===== src/rtl/serial_nibble_pkg.sv =====
// serial_nibble_pkg: shared state type, framing constants and sizing helper for the nibble serial receiver.
package serial_nibble_pkg;
   typedef enum logic [1:0] {IDLE, DATA, PARITY, STOP} state_t;
   localparam logic START_BIT = 1'b0;
   localparam logic STOP_BIT  = 1'b1;
   function automatic int cnt_width(input int width);
      return $clog2(width + 1);
   endfunction
endpackage


===== src/rtl/nibble_capture_shift.sv =====
// nibble_capture_shift: bidirectional capture shift register; Dir=1 shifts left inserting at [0], Dir=0 shifts right inserting at [WIDTH-1].
module nibble_capture_shift
   import serial_nibble_pkg::*;
#(
   parameter int WIDTH = 4
) (
   input  logic             Clock,
   input  logic             Resetn,
   input  logic             Shift,
   input  logic             Dir,
   input  logic             Din,
   output logic [WIDTH-1:0] Q
);
   always_ff @(posedge Clock) begin
      if (!Resetn) Q <= '0;
      else if (Shift) Q <= Dir ? {Q[WIDTH-2:0], Din} : {Din, Q[WIDTH-1:1]};
   end
endmodule


===== src/rtl/serial_nibble_receiver.sv =====
// serial_nibble_receiver: framed serial-to-parallel receiver with a one-entry valid/ready output buffer.
// Define SERIAL_NIBBLE_PARITY_EN to take an even-parity bit between the data bits and the stop bit.
module serial_nibble_receiver
   import serial_nibble_pkg::*;
#(
   parameter int WIDTH = 4
) (
   input  logic             Clock,
   input  logic             Resetn,
   input  logic             SerIn,
   input  logic             SerValid,
   input  logic             MsbFirst,
   output logic [WIDTH-1:0] Q,
   output logic             QValid,
   input  logic             QReady,
   output logic             FrameErr,
   output logic             Overrun,
   output logic             Busy
);
   localparam int CW = cnt_width(WIDTH);
   state_t state, next;
   logic [CW-1:0] cnt;
   logic dir;
   logic [WIDTH-1:0] word;
   logic start_seen, data_strobe, last_bit, stop_seen, good, par_ok;
   assign start_seen  = SerValid && state == IDLE && SerIn == START_BIT;
   assign data_strobe = SerValid && state == DATA;
   assign last_bit    = cnt == CW'(WIDTH - 1);
   assign stop_seen   = SerValid && state == STOP;
   assign good        = stop_seen && SerIn == STOP_BIT && par_ok;
   assign Busy        = state != IDLE;
`ifdef SERIAL_NIBBLE_PARITY_EN
   localparam state_t AFTER_DATA = PARITY;
   // Verdict is held until the stop bit so a bad parity still consumes the whole frame.
   always_ff @(posedge Clock) begin
      if (!Resetn) par_ok <= 1'b1;
      else if (SerValid && state == PARITY) par_ok <= SerIn == ^word;
   end
`else
   localparam state_t AFTER_DATA = STOP;
   assign par_ok = 1'b1;
`endif
   nibble_capture_shift #(.WIDTH(WIDTH)) u_shift (
      .Clock (Clock),
      .Resetn(Resetn),
      .Shift (data_strobe),
      .Dir   (dir),
      .Din   (SerIn),
      .Q     (word)
   );
   always_ff @(posedge Clock) begin
      if (!Resetn) state <= IDLE;
      else state <= next;
   end
   always_comb begin
      next = state;
      if (SerValid)
         case (state)
            IDLE:    next = SerIn == START_BIT ? DATA : IDLE;
            DATA:    next = last_bit ? AFTER_DATA : DATA;
            PARITY:  next = STOP;
            default: next = IDLE;
         endcase
   end
   always_ff @(posedge Clock) begin
      if (!Resetn) begin
         cnt <= '0;
         dir <= 1'b0;
      end else if (start_seen) begin
         cnt <= '0;
         dir <= MsbFirst;
      end else if (data_strobe) cnt <= cnt + CW'(1);
   end
   // A consume on the stop-bit edge frees the buffer for the new word in the same cycle.
   always_ff @(posedge Clock) begin
      if (!Resetn) begin
         Q        <= '0;
         QValid   <= 1'b0;
         FrameErr <= 1'b0;
         Overrun  <= 1'b0;
      end else begin
         FrameErr <= stop_seen && !good;
         Overrun  <= good && QValid && !QReady;
         if (good && (!QValid || QReady)) begin
            Q      <= word;
            QValid <= 1'b1;
         end else if (QReady) QValid <= 1'b0;
      end
   end
endmodule


===== config.mk =====
export PLATFORM = sky130hd
export DESIGN_NAME = serial_nibble_receiver
export DESIGN_NICKNAME = d
export VERILOG_FILES = /design/src/rtl/serial_nibble_pkg.sv /design/src/rtl/nibble_capture_shift.sv /design/src/rtl/serial_nibble_receiver.sv
export SDC_FILE = /design/constraint.sdc
export NUM_CORES = 1
export LEC_CHECK = 0
export CORE_MARGIN = 2
export CORE_UTILIZATION = 45
export DETAILED_ROUTE_END_ITERATION = 10
export GPL_TIMING_DRIVEN = 0
export PLACE_DENSITY_LB_ADDON = 0.08
export SYNTH_ARGS = -nofsm -noshare
export SYNTH_HDL_FRONTEND = slang
export SYNTH_SLANG_ARGS = --single-unit
export TNS_END_PERCENT = 20

===== constraint.sdc =====
create_clock -name Clock -period 4.3 [get_ports Clock]
set_clock_uncertainty 0.1 [all_clocks]
set_input_delay 0.43 -clock Clock [delete_from_list [all_inputs] [get_ports Clock]]
set_output_delay 0.43 -clock Clock [all_outputs]
set_load 0.03 [all_outputs]

Word-level counts from Yosys, hierarchy flattened
Cells that the tools add are included.
{ "totals": {"regBits": 17, "in_bits": 6, "output_inout_bits": 8} }
{ "classes": {"add_sub_neg": 1, "n_eq_ne": 4, "muxes": 6, "n_bitwise": 2, "n_reduce_logical": 17} }
{ "ops": {"columns": ["operator", "count"], "rows": [
  ["$logic_and 1x1->1", 9],
  ["$pmux 2 s3", 1],
  ["$eq 2x2->1 const B", 2],
  ["$mux 4", 1],
  ["$reduce_bool 2->1", 2],
  ["$add 3x1->3 const B", 1],
  ["$eq 3x2->1 const B", 1],
  ["$logic_not 1->1", 3],
  ["$mux 1", 3],
  ["$eq 2x1->1 const B", 1],
  ["$logic_not 2->1", 1],
  ["$mux 2", 1],
  ["$not 1->1", 2],
  ["$reduce_or 2->1", 1],
  ["$logic_or 1x1->1", 1]
]} }

Logic depth before layout (Yosys ltp)
Gate-level depths: netlist (run 1).
{ "logic_depth": {"ltp_word": 5, "depth_mapped": 7, "mapped_depth_nobuf": 5} }

Modules after synthesis
From an unflattened synthesis (run 1), not the netlist that was laid out.
{ "hier_totals": {"cells_unflattened": 81, "area_unflattened_um2": 768.2} }
{ "by_module_without_submodules": {"columns": ["module", "n_inst", "cells_each", "area_each_um2", "seq_area_each_um2"], "rows": [
  ["serial_nibble_receiver", 1, 64, 603.1, 260.2],
  ["nibble_capture_shift", 1, 17, 165.2, 80.1]
]} }

Least setup slack after synthesis (run 1)
No wires, ideal clock.
{ "synth_path": {"path_type": "register to register", "from": "register state[1]", "to": "register u_shift.Q[0]", "setup_ns": 0.116, "t_arrival_ns": 1.165, "required_ns": 4.084, "slack_ns": 2.919, "path_stages_with_launch": 7, "path_buffers": 2, "period_less_slack_ns": 1.381, "path_cell_list": "dfxtp_1 -> inv_1 -> ha_1 -> and2_1 -> buf_6 -> buf_8 -> o211a_1"} }
{ "synth_via": {"elab_chain_len": 2} }
{ "synth_rtl": {"columns": ["item", "line_no", "source"], "rows": [
  ["from (decl)", "serial_nibble_receiver.sv:21", "state_t state, next;"],
  ["from (signal assigned)", "serial_nibble_receiver.sv:53", "else state <= next;"],
  ["$eq 2x1->1", "serial_nibble_receiver.sv:27", "assign data_strobe = SerValid && state == DATA;"],
  ["$logic_and 1x1->1", "serial_nibble_receiver.sv:27", null],
  ["to (signal assigned)", "nibble_capture_shift.sv:16", "else if (Shift) Q <= Dir ? {Q[WIDTH-2:0], Din} : {Din, Q[WIDTH-1:1]};"],
  ["to (decl)", "nibble_capture_shift.sv:12", "output logic [WIDTH-1:0] Q"]
]} }
Every way passes these cells.
A chain may end at the register's enable or synchronous reset.

Worst setup path after layout (run 1)
{ "layout_path": {"from": "register state[0]", "to": "output Busy"} }
{ "layout_via": {"elab_chain_len": 1} }
{ "layout_rtl": {"columns": ["item", "line_no", "source"], "rows": [
  ["$reduce_bool 2->1", "serial_nibble_receiver.sv:31", "assign Busy = state != IDLE;"],
  ["to (decl)", "serial_nibble_receiver.sv:18", "output logic Busy"]
]} }
Every way passes these cells.

==> metrics.txt, run 1 <==
drt total wl 1240 um; met2 wire length 511 um; post-route ant nets 0; DR WL/cell 9.90 um; Multi-input gate area 408 um2; XOR/XNOR Fraction of Synth Area 1.09%; mux cell area share after synthesis 12.5%; CP Launch Type flip-flop; # diodes 0; TritonCTS buffer count 3; first-pass GRT wire length 1880 um; largest family of logic cells by synthesized area simple AND/OR/NAND/NOR gates; htree depth 1; post-synth top area cell dfxtp_1; fraction of layout cells with a size suffix above 1 11.0%; CP Cell Sequence inv_1 -> ha_1 -> inv_1 -> clkdlybuf4s50_1; sequential element share of the synthesized area 42.4%; GRT Total Usage 12.5%; Max Fanout on Critical Path 5; final core area utilization 57.5%; metal3 WL 66 um; Tightest Hold Check Type flip-flop to flip-flop; total die area 2140 um2; DR vias 567; CTS root buf clkbuf_4; hold_buf cts 0; synth warn 0; Synth Area in Compound Gates 9.19%; Storage cell area 340 um2; most frequent CP cell inv_1; relative slew slack 79.6%; CTS Sinks 17; Die Span X 46.3 um; most frequent cells in the layout dfxtp_1 (17), nand2_1 (15), clkdlybuf4s50_1 (12); highest metal used met4; Max stage delay on crit path 0.66 ns; fin crit share 52.0%; Min Hold Slack 0.365 ns; Yosys top cell area share 42.4%; Clock transition at path regs 0.10 ns; Die Y 46.3 um; initial drt markers 4; # IOs 14; # fillers 148; Mapped Cells 84; Synth Net Count 95; outcome completed; Finished Cell Area 982 um2; pre-CTS WS 2.38 ns; Max-cap violations 0; Crit-path slowest cell clkdlybuf4s50_1; Yosys cell types 22; TritonCTS clock tree done; largest net degree at the start of global routing 11; HPWL Detailed 950 um; DR vias/cell 4.54; setup_tns 0 ns; final hold vios 0; Post-DP Area 955 um2; Resize count post-CTS 0; core area 1710 um2; CP arrival 1.71 ns; Placed Instances 121; adder-cell area share of the yosys netlist 7.79%; critical path required time 3.77 ns; # DRC 0; RSZ-0062 raised after global routing false; M1 WL 647 um; post-synthesis instance area 803 um2; nets 112; synthesis-to-layout area growth 22.3%; Cell Pwr Density 282 nW/um2; worst-margin pin slew 0.306 ns; GPL Wtd Cong 0.752; clock buffer depth 2; post-CTS setup buffers 0; register bit count reported by yosys 17; number of port buffers 12; post-layout min period 2.24 ns; total grt overflow 0; simple-gate area share of the yosys netlist 20.2%; Avg Synthesized Cell Area 9.56 um2; Fmax achieved 447 MHz; vias in the first global route 459; top post-synthesis cells by area dfxtp_1 (42%), mux2i_1 (12%), ha_1 (7.8%); initial antenna violation count 0; clock latency on the worst-skew pair 0.28 ns; total power draw 277 uW; FP Rows 15; Crit Path Category flip-flop to primary output; Detailed Routing Iterations Pass 1 2; final setup vio count 0; Non-Filler Instances 125; max-slew violations 0; most common cell after layout, fill and taps aside dfxtp_1; nature of the critical path endpoint primary output; post-route worst setup slack 2.06 ns; initial cell density of the core 47.0%; leakage power 0.408 nW; Worst IR Drop VDD 0.161 mV
==> final timing paths <==
check            from      endpoint  slack (ns)  cells after the start
max          state[0]          Busy        2.06                      4
min              Q[0]          Q[0]        0.37                      2
max reg2reg  state[1]  u_shift.Q[1]        2.84                      6
min reg2reg      Q[0]          Q[0]        0.37                      2
==> where the power goes <==
part / switching, mW / internal [mW] / total, mW / leakage, nW
clock network: 0.0487 / 0.0345 / 0.0832 / 0.0177
logic: 0.0143 / 0.0150 / 0.0293 / 0.253
registers: 0.00307 / 0.161 / 0.164 / 0.138
total: 0.0660 / 0.211 / 0.277 / 0.408
==> synth_stat cells <==
master,number
mux2i_1,10
a21boi_0,1
nand3b_1,1
a211oi_2,1
dfxtp_1,17
inv_1,4
nand3_1,3
nor2_1,6
buf_6,1
buf_8,1
o211a_1,4
ha_1,5
and2_1,1
clkbuf_1,1
nor2_4,1
nand2_1,15
nor2b_1,6
a21oi_2,1
o21ai_0,1
xnor2_1,1
buf_2,2
nand2b_1,1
==> sequential cells by signal (all words and copies together), names as in the netlist <==
| register | cells |
|---|---|
| Overrun | 1 |
| dir | 1 |
| QValid | 1 |
| u_shift.Q | 4 |
| FrameErr | 1 |
| cnt | 3 |
| state | 2 |
| Q | 4 |
==> routing by layer <==
| metal | up-vias | GRT usage [%] |
|---|---|---|
| li1 | 306 | - |
| met1 | 247 | 16.7 |
| met2 | 12 | 17.8 |
| met3 | 2 | 3.53 |
| met4 | 0 | 6.86 |
| met5 | - | 0 |
==> worst max-delay path: cells and delay by family, from the launching register on <==
| kind | cells | cell delay, ns |
|---|---|---|
| buf+inv | 3 | 0.78 |
| flops | 1 | 0.42 |
| fa+ha+maj | 1 | 0.22 |
==> kinds of logic (layout without fill, tap and decap cells) <==
kind of cell | count (synthesis) | in the layout
multiplexers | 10 | 10
flip-flops | 17 | 17
adder cells (fa/ha/maj) | 5 | 5
AND/OR/NAND/NOR | 34 | 34
buffers and inverters | 9 | 25
XOR/XNOR | 1 | 1
AO/OA/AOI/OAI | 8 | 8
==> cell type report <==
type / count / area share [%]
tap: 25 / 3.18
timing repair buffer: 12 / 12.2
buffer: 5 / 4.08
inverter: 4 / 1.53
multi-input combinational: 58 / 41.5
sequential: 17 / 34.6
clock inverter: 1 / 0.510
clock buffer: 3 / 2.29
Power figures use the tool's default switching activity.
==> run 2: changes to the inputs <==
- clock period: 4.3 -> 1.9 ns (I/O delays scaled with it)
==> run 2 against run 1 <==
  * Design area decreased by 0.13%
  * Sequential cell count unchanged
  * Clock power up 130%
  * Die area is the same
  * Worst setup slack lost 1.9 ns
  * Sequential power grew 130%
  * Power grew 130%
  * Via count unchanged
  * Combinational power up 120%
  * Sequential share of layout area hardly changed
  * Critical path type unchanged
  * Critical endpoint unchanged
  * Largest cell class unchanged
  * Highest routed layer unchanged
==> metrics.txt, run 2 (same netlist as run 1, synthesis figures left out) <==
# diodes 0 (unchanged); nets 112 (unchanged); Storage cell area 340 um2 (unchanged); Fmax achieved 581 MHz; DR vias/cell 4.54 (unchanged); final hold vios 0 (unchanged); CP arrival 1.43 ns (was 1.71 ns); metal3 WL 66 um (unchanged); post-layout min period 1.72 ns; total die area 2140 um2 (unchanged); TritonCTS buffer count 3 (unchanged); Detailed Routing Iterations Pass 1 2 (unchanged); Crit Path Category flip-flop to primary output (unchanged); total grt overflow 0 (unchanged); leakage power 0.412 nW (was 0.408 nW); number of port buffers 12 (unchanged); drt total wl 1240 um (unchanged); most frequent cells in the layout dfxtp_1 (17), nand2_1 (15), clkdlybuf4s50_1 (11) (was dfxtp_1 (17), nand2_1 (15), clkdlybuf4s50_1 (12)); HPWL Detailed 950 um (unchanged); top flop regs Q: 4 flops, u_shift.Q: 4 flops, cnt: 3 flops (unchanged); # IOs 14 (unchanged); first-pass GRT wire length 1880 um (unchanged); post-route ant nets 0 (unchanged); pre-CTS WS 0.217 ns (was 2.38 ns); critical path required time 1.61 ns (was 3.77 ns); outcome completed (unchanged); clock buffer depth 2 (unchanged); Post-DP Area 955 um2 (unchanged); max-slew violations 0 (unchanged); Max Fanout on Critical Path 5 (unchanged); GRT Total Usage 12.5% (unchanged); TritonCTS clock tree done (unchanged); initial cell density of the core 47.0% (unchanged); CTS Sinks 17 (unchanged); core area 1710 um2 (unchanged); Die Y 46.3 um (unchanged); CP Launch Type flip-flop (unchanged); Die Span X 46.3 um (unchanged); nature of the critical path endpoint primary output (unchanged); initial antenna violation count 0 (unchanged); worst reg2reg path depth 6 (unchanged); fraction of layout cells with a size suffix above 1 11.0% (unchanged); cell count of the worst hold path 3 (was 2); Clock transition at path regs 0.10 ns (about the same); M1 WL 647 um (unchanged); final setup vio count 0 (unchanged); largest net degree at the start of global routing 11 (unchanged); CTS root buf clkbuf_4 (unchanged); most common cell after layout, fill and taps aside dfxtp_1 (unchanged); FP Rows 15 (unchanged); clock latency on the worst-skew pair 0.28 ns (about the same); Cell Pwr Density 637 nW/um2 (was 282 nW/um2); highest metal used met4 (unchanged); Worst IR Drop VDD 0.365 mV (was 0.161 mV); Tightest Hold Check Type input port to flip-flop (was flip-flop to flip-flop); post-CTS setup buffers 0 (unchanged); DR vias 567 (unchanged); post-route worst setup slack 0.178 ns (was 2.06 ns); relative slew slack 79.6% (unchanged); setup_tns 0 ns (unchanged); Finished Cell Area 981 um2 (was 982 um2); final core area utilization 57.4% (was 57.5%); synthesis-to-layout area growth 22.1% (was 22.3%); # DRC 0 (unchanged); fin crit share 90.6%; htree depth 1 (unchanged); worst-margin pin slew 0.306 ns (unchanged); DR WL/cell 9.90 um (unchanged); vias in the first global route 459 (unchanged); # fillers 149 (was 148); Max-cap violations 0 (unchanged); met2 wire length 511 um (unchanged); GPL Wtd Cong 0.752 (unchanged); Multi-input gate area 408 um2 (unchanged); initial drt markers 4 (unchanged); RSZ-0062 raised after global routing false (unchanged)
## run 2: area by class of cell
cell class / count / area share (%)
plain buffers: 5 / 4.08
clock buffers: 3 / 2.30
clock inverters: 1 / 0.510
inverters: 4 / 1.53
multi-input cells: 58 / 41.6
flip-flops and latches: 17 / 34.7
well taps: 25 / 3.19
repair buffers: 12 / 12.1
## run 2: report_power, final
part	internal (mW)	total [mW]	switching, mW
sequential	0.365	0.372	0.00695
combinational	0.0328	0.0652	0.0323
clock	0.0781	0.188	0.110
total	0.476	0.625	0.149
## run 2: final timing paths
kind                  from           end  slack (ns)
setup / recovery  state[0]          Busy        0.18
hold / removal      Resetn          Q[1]        0.14
setup reg to reg  state[1]  u_shift.Q[1]        0.44
hold reg to reg       Q[0]          Q[0]        0.37
## run 2: metal layers
layer	track usage, %	vias to the layer above
li1	-	306
met1	16.7	247
met2	17.8	12
met3	3.53	2
met4	6.86	0
met5	0	-
## run 2: worst max-delay path, stage by stage (launching register included)
cell           delay (ns)
dfxtp_1              0.42
inv_1                0.07
ha_1                 0.22
inv_1                0.05
dlygate4sd2_1        0.39
## run 2: through the flow
stage | hold slack [ns] | power (mW) | cells
after floorplan | 0.162 | 0.424 | 84
after global placement | 0.345 | 0.446 | 121
after detailed placement | 0.350 | 0.447 | 121
after CTS | 0.130 | 0.639 | 125
after global routing | 0.141 | 0.655 | 125
final | 0.139 | 0.625 | 125
## run 2: what timing repair did
action	CTS	global route
hold buffers	0	0
endpoints found under the setup margin	1	0
resized for setup	1	0
==> RTL change, RTL diff (flow settings as in run 1) <==
Add a define of `SERIAL_NIBBLE_PARITY_EN`.
--- a/src/rtl/serial_nibble_receiver.sv
+++ b/src/rtl/serial_nibble_receiver.sv
@@ -1,5 +1,7 @@
 // serial_nibble_receiver: framed serial-to-parallel receiver with a one-entry valid/ready output buffer.
 // Define SERIAL_NIBBLE_PARITY_EN to take an even-parity bit between the data bits and the stop bit.
+`define SERIAL_NIBBLE_PARITY_EN
+
 module serial_nibble_receiver
    import serial_nibble_pkg::*;
 #(
Behaviour: not the same (a bounded check fails within 10 cycles, from zero or initial values and one cycle with Resetn low).
==> RTL change against run 1 <==
- hold slack gained 0.013 ns
- cell count grew 4.8%
- via count up 23%
- sequential cell count grew 1
- clock power is 2.8% higher
- setup slack gained 0.043 ns
- design area rose by 5.0%
- sequential power grew 6%
- area after synthesis increased by 5.5%
- count of clock-buffer cells in the layout unchanged
- routed wire length is 37% higher
- utilization up 1.6 points
- power grew 8.0%
==> RTL change: results (changes against run 1) <==
- Pin count of the biggest net entering global routing: 11 (unchanged)
- M1 GR Usage: 0.2593 (was 0.1675)
- Worst-Skew Late Latency: 0.29 ns
- Sw frac: 0.2572 (was 0.2387)
- Global routing usage on met2: 0.2730 (was 0.1778)
- All-Layer GR Usage: 0.1909 (was 0.1247)
- Met2 WL: 746 um (was 511 um)
- Initial antenna violation count: 0 (unchanged)
- Worst-Margin Slew: 0.5236 ns (was 0.3055 ns)
- CP max FO: 9 (was 5)
- Final RePlAce weighted congestion: 0.7422 (was 0.7521)
- Non-Filler Instances: 131 (was 125)
- Iteration-0 DRC Markers: 7 (was 4)
- I/O Buffers: 13 (was 12)
- Routed WL: 1693 um (was 1237 um)
- Synth cell types: 31 (was 22)
- HPWL Detailed: 1239 um (was 949.5 um)
- Async SR Flop Fraction: 0 (unchanged)
- Arr. time, crit path: 1.66 ns (was 1.71 ns)
- Iteration count of the initial detailed-routing pass: 4 (was 2)
- CTS max path bufs: 2 (unchanged)
- Fin nets: 116 (was 112)
- Mapped Nets: 98 (was 95)
- Met3 routed WL: 39 um (was 66 um)
- Vias in the first global route: 641 (was 459)
- Place WS: 2.365 ns (was 2.377 ns)
- Resized cells post-CTS: 0 (unchanged)
- Synth area leaders: dfxtp_1 (43%), mux2i_1 (5.9%), a21oi_1 (4.7%) (was dfxtp_1 (42%), mux2i_1 (12%), ha_1 (7.8%))
- Layout cells sized above 1: 0.1132 (was 0.1100)
- Worst hold-check path type: flip-flop to flip-flop (unchanged)
- Fill count: 173 (was 148)
- Register area share after synthesis: 0.4254 (was 0.4237)
- Cell family with most CP delay: buffers and inverters (unchanged)
- R2r endpoint: Q[3] (was u_shift.Q[1])
- Routed via count: 695 (was 567)
- Outcome: complete, no violations (unchanged)
- Slowest stage delay, CP: 0.60 ns (was 0.66 ns)
- Fmax: 456.1 MHz (was 447.3 MHz)
- Cells on worst reg2reg path: 4 (was 6)
- Wl on met1: 871 um (was 647 um)
- Post-detailed-placement cell area: 1008 um^2 (was 954.7 um^2)
- First-pass GRT wire length: 2953 um (was 1876 um)
- H-Tree Depth: 1 (unchanged)
- Hold_buf cts: 0 (unchanged)
- Leakage: 0.0003625 uW (was 0.0004083 uW)
- Hold Crit Depth: 2 (unchanged)
- Mapped Avg Cell Area: 9.412 um^2 (was 9.563 um^2)
- Max-Cap Viols: 0 (unchanged)
- Post-synth top cells: dfxtp_1 (18), nor2_1 (10), a21oi_1 (8) (was dfxtp_1 (17), nand2_1 (15), mux2i_1 (10))
- Met3 Use GR: 0.03462 (was 0.03529)
- Fin Hold WS: 0.3787 ns (was 0.3654 ns)
- Worst R2R Setup Slack: 2.94 ns (was 2.84 ns)
- Worst vdd ir: 217.9 uV (was 161.4 uV)
[RTL change: logic make-up (layout without fill, tap and decap cells)]
family,after synthesis,count (layout),synth area share
AND/OR/NAND/NOR,33,33,0.2142
AO/OA/AOI/OAI,20,20,0.1654
flip-flops,18,18,0.4254
buffers and inverters,8,24,0.04874
multiplexers,5,5,0.05909
XOR/XNOR,4,4,0.05761
adder cells (fa/ha/maj),2,2,0.02954
[RTL change: cell type report]
type	instances	area, um^2	area share
sequential	18	360.3	0.3495
clock buffer	3	22.52	0.02184
timing repair buffer	13	130.1	0.1262
buffer	6	33.78	0.03277
inverter	2	7.507	0.007282
multi-input combinational	64	445.4	0.4320
tap	25	31.28	0.03034
[RTL change: power by group through the flow]
stage	registers (uW)	logic, uW	clock network (uW)
finish	174	39.2	85.5
global route	175	42.7	94.5
CTS	174	39.0	87.9
detailed placement	178	38.8	0
global placement	178	37.4	0
floorplan	177	26.5	0
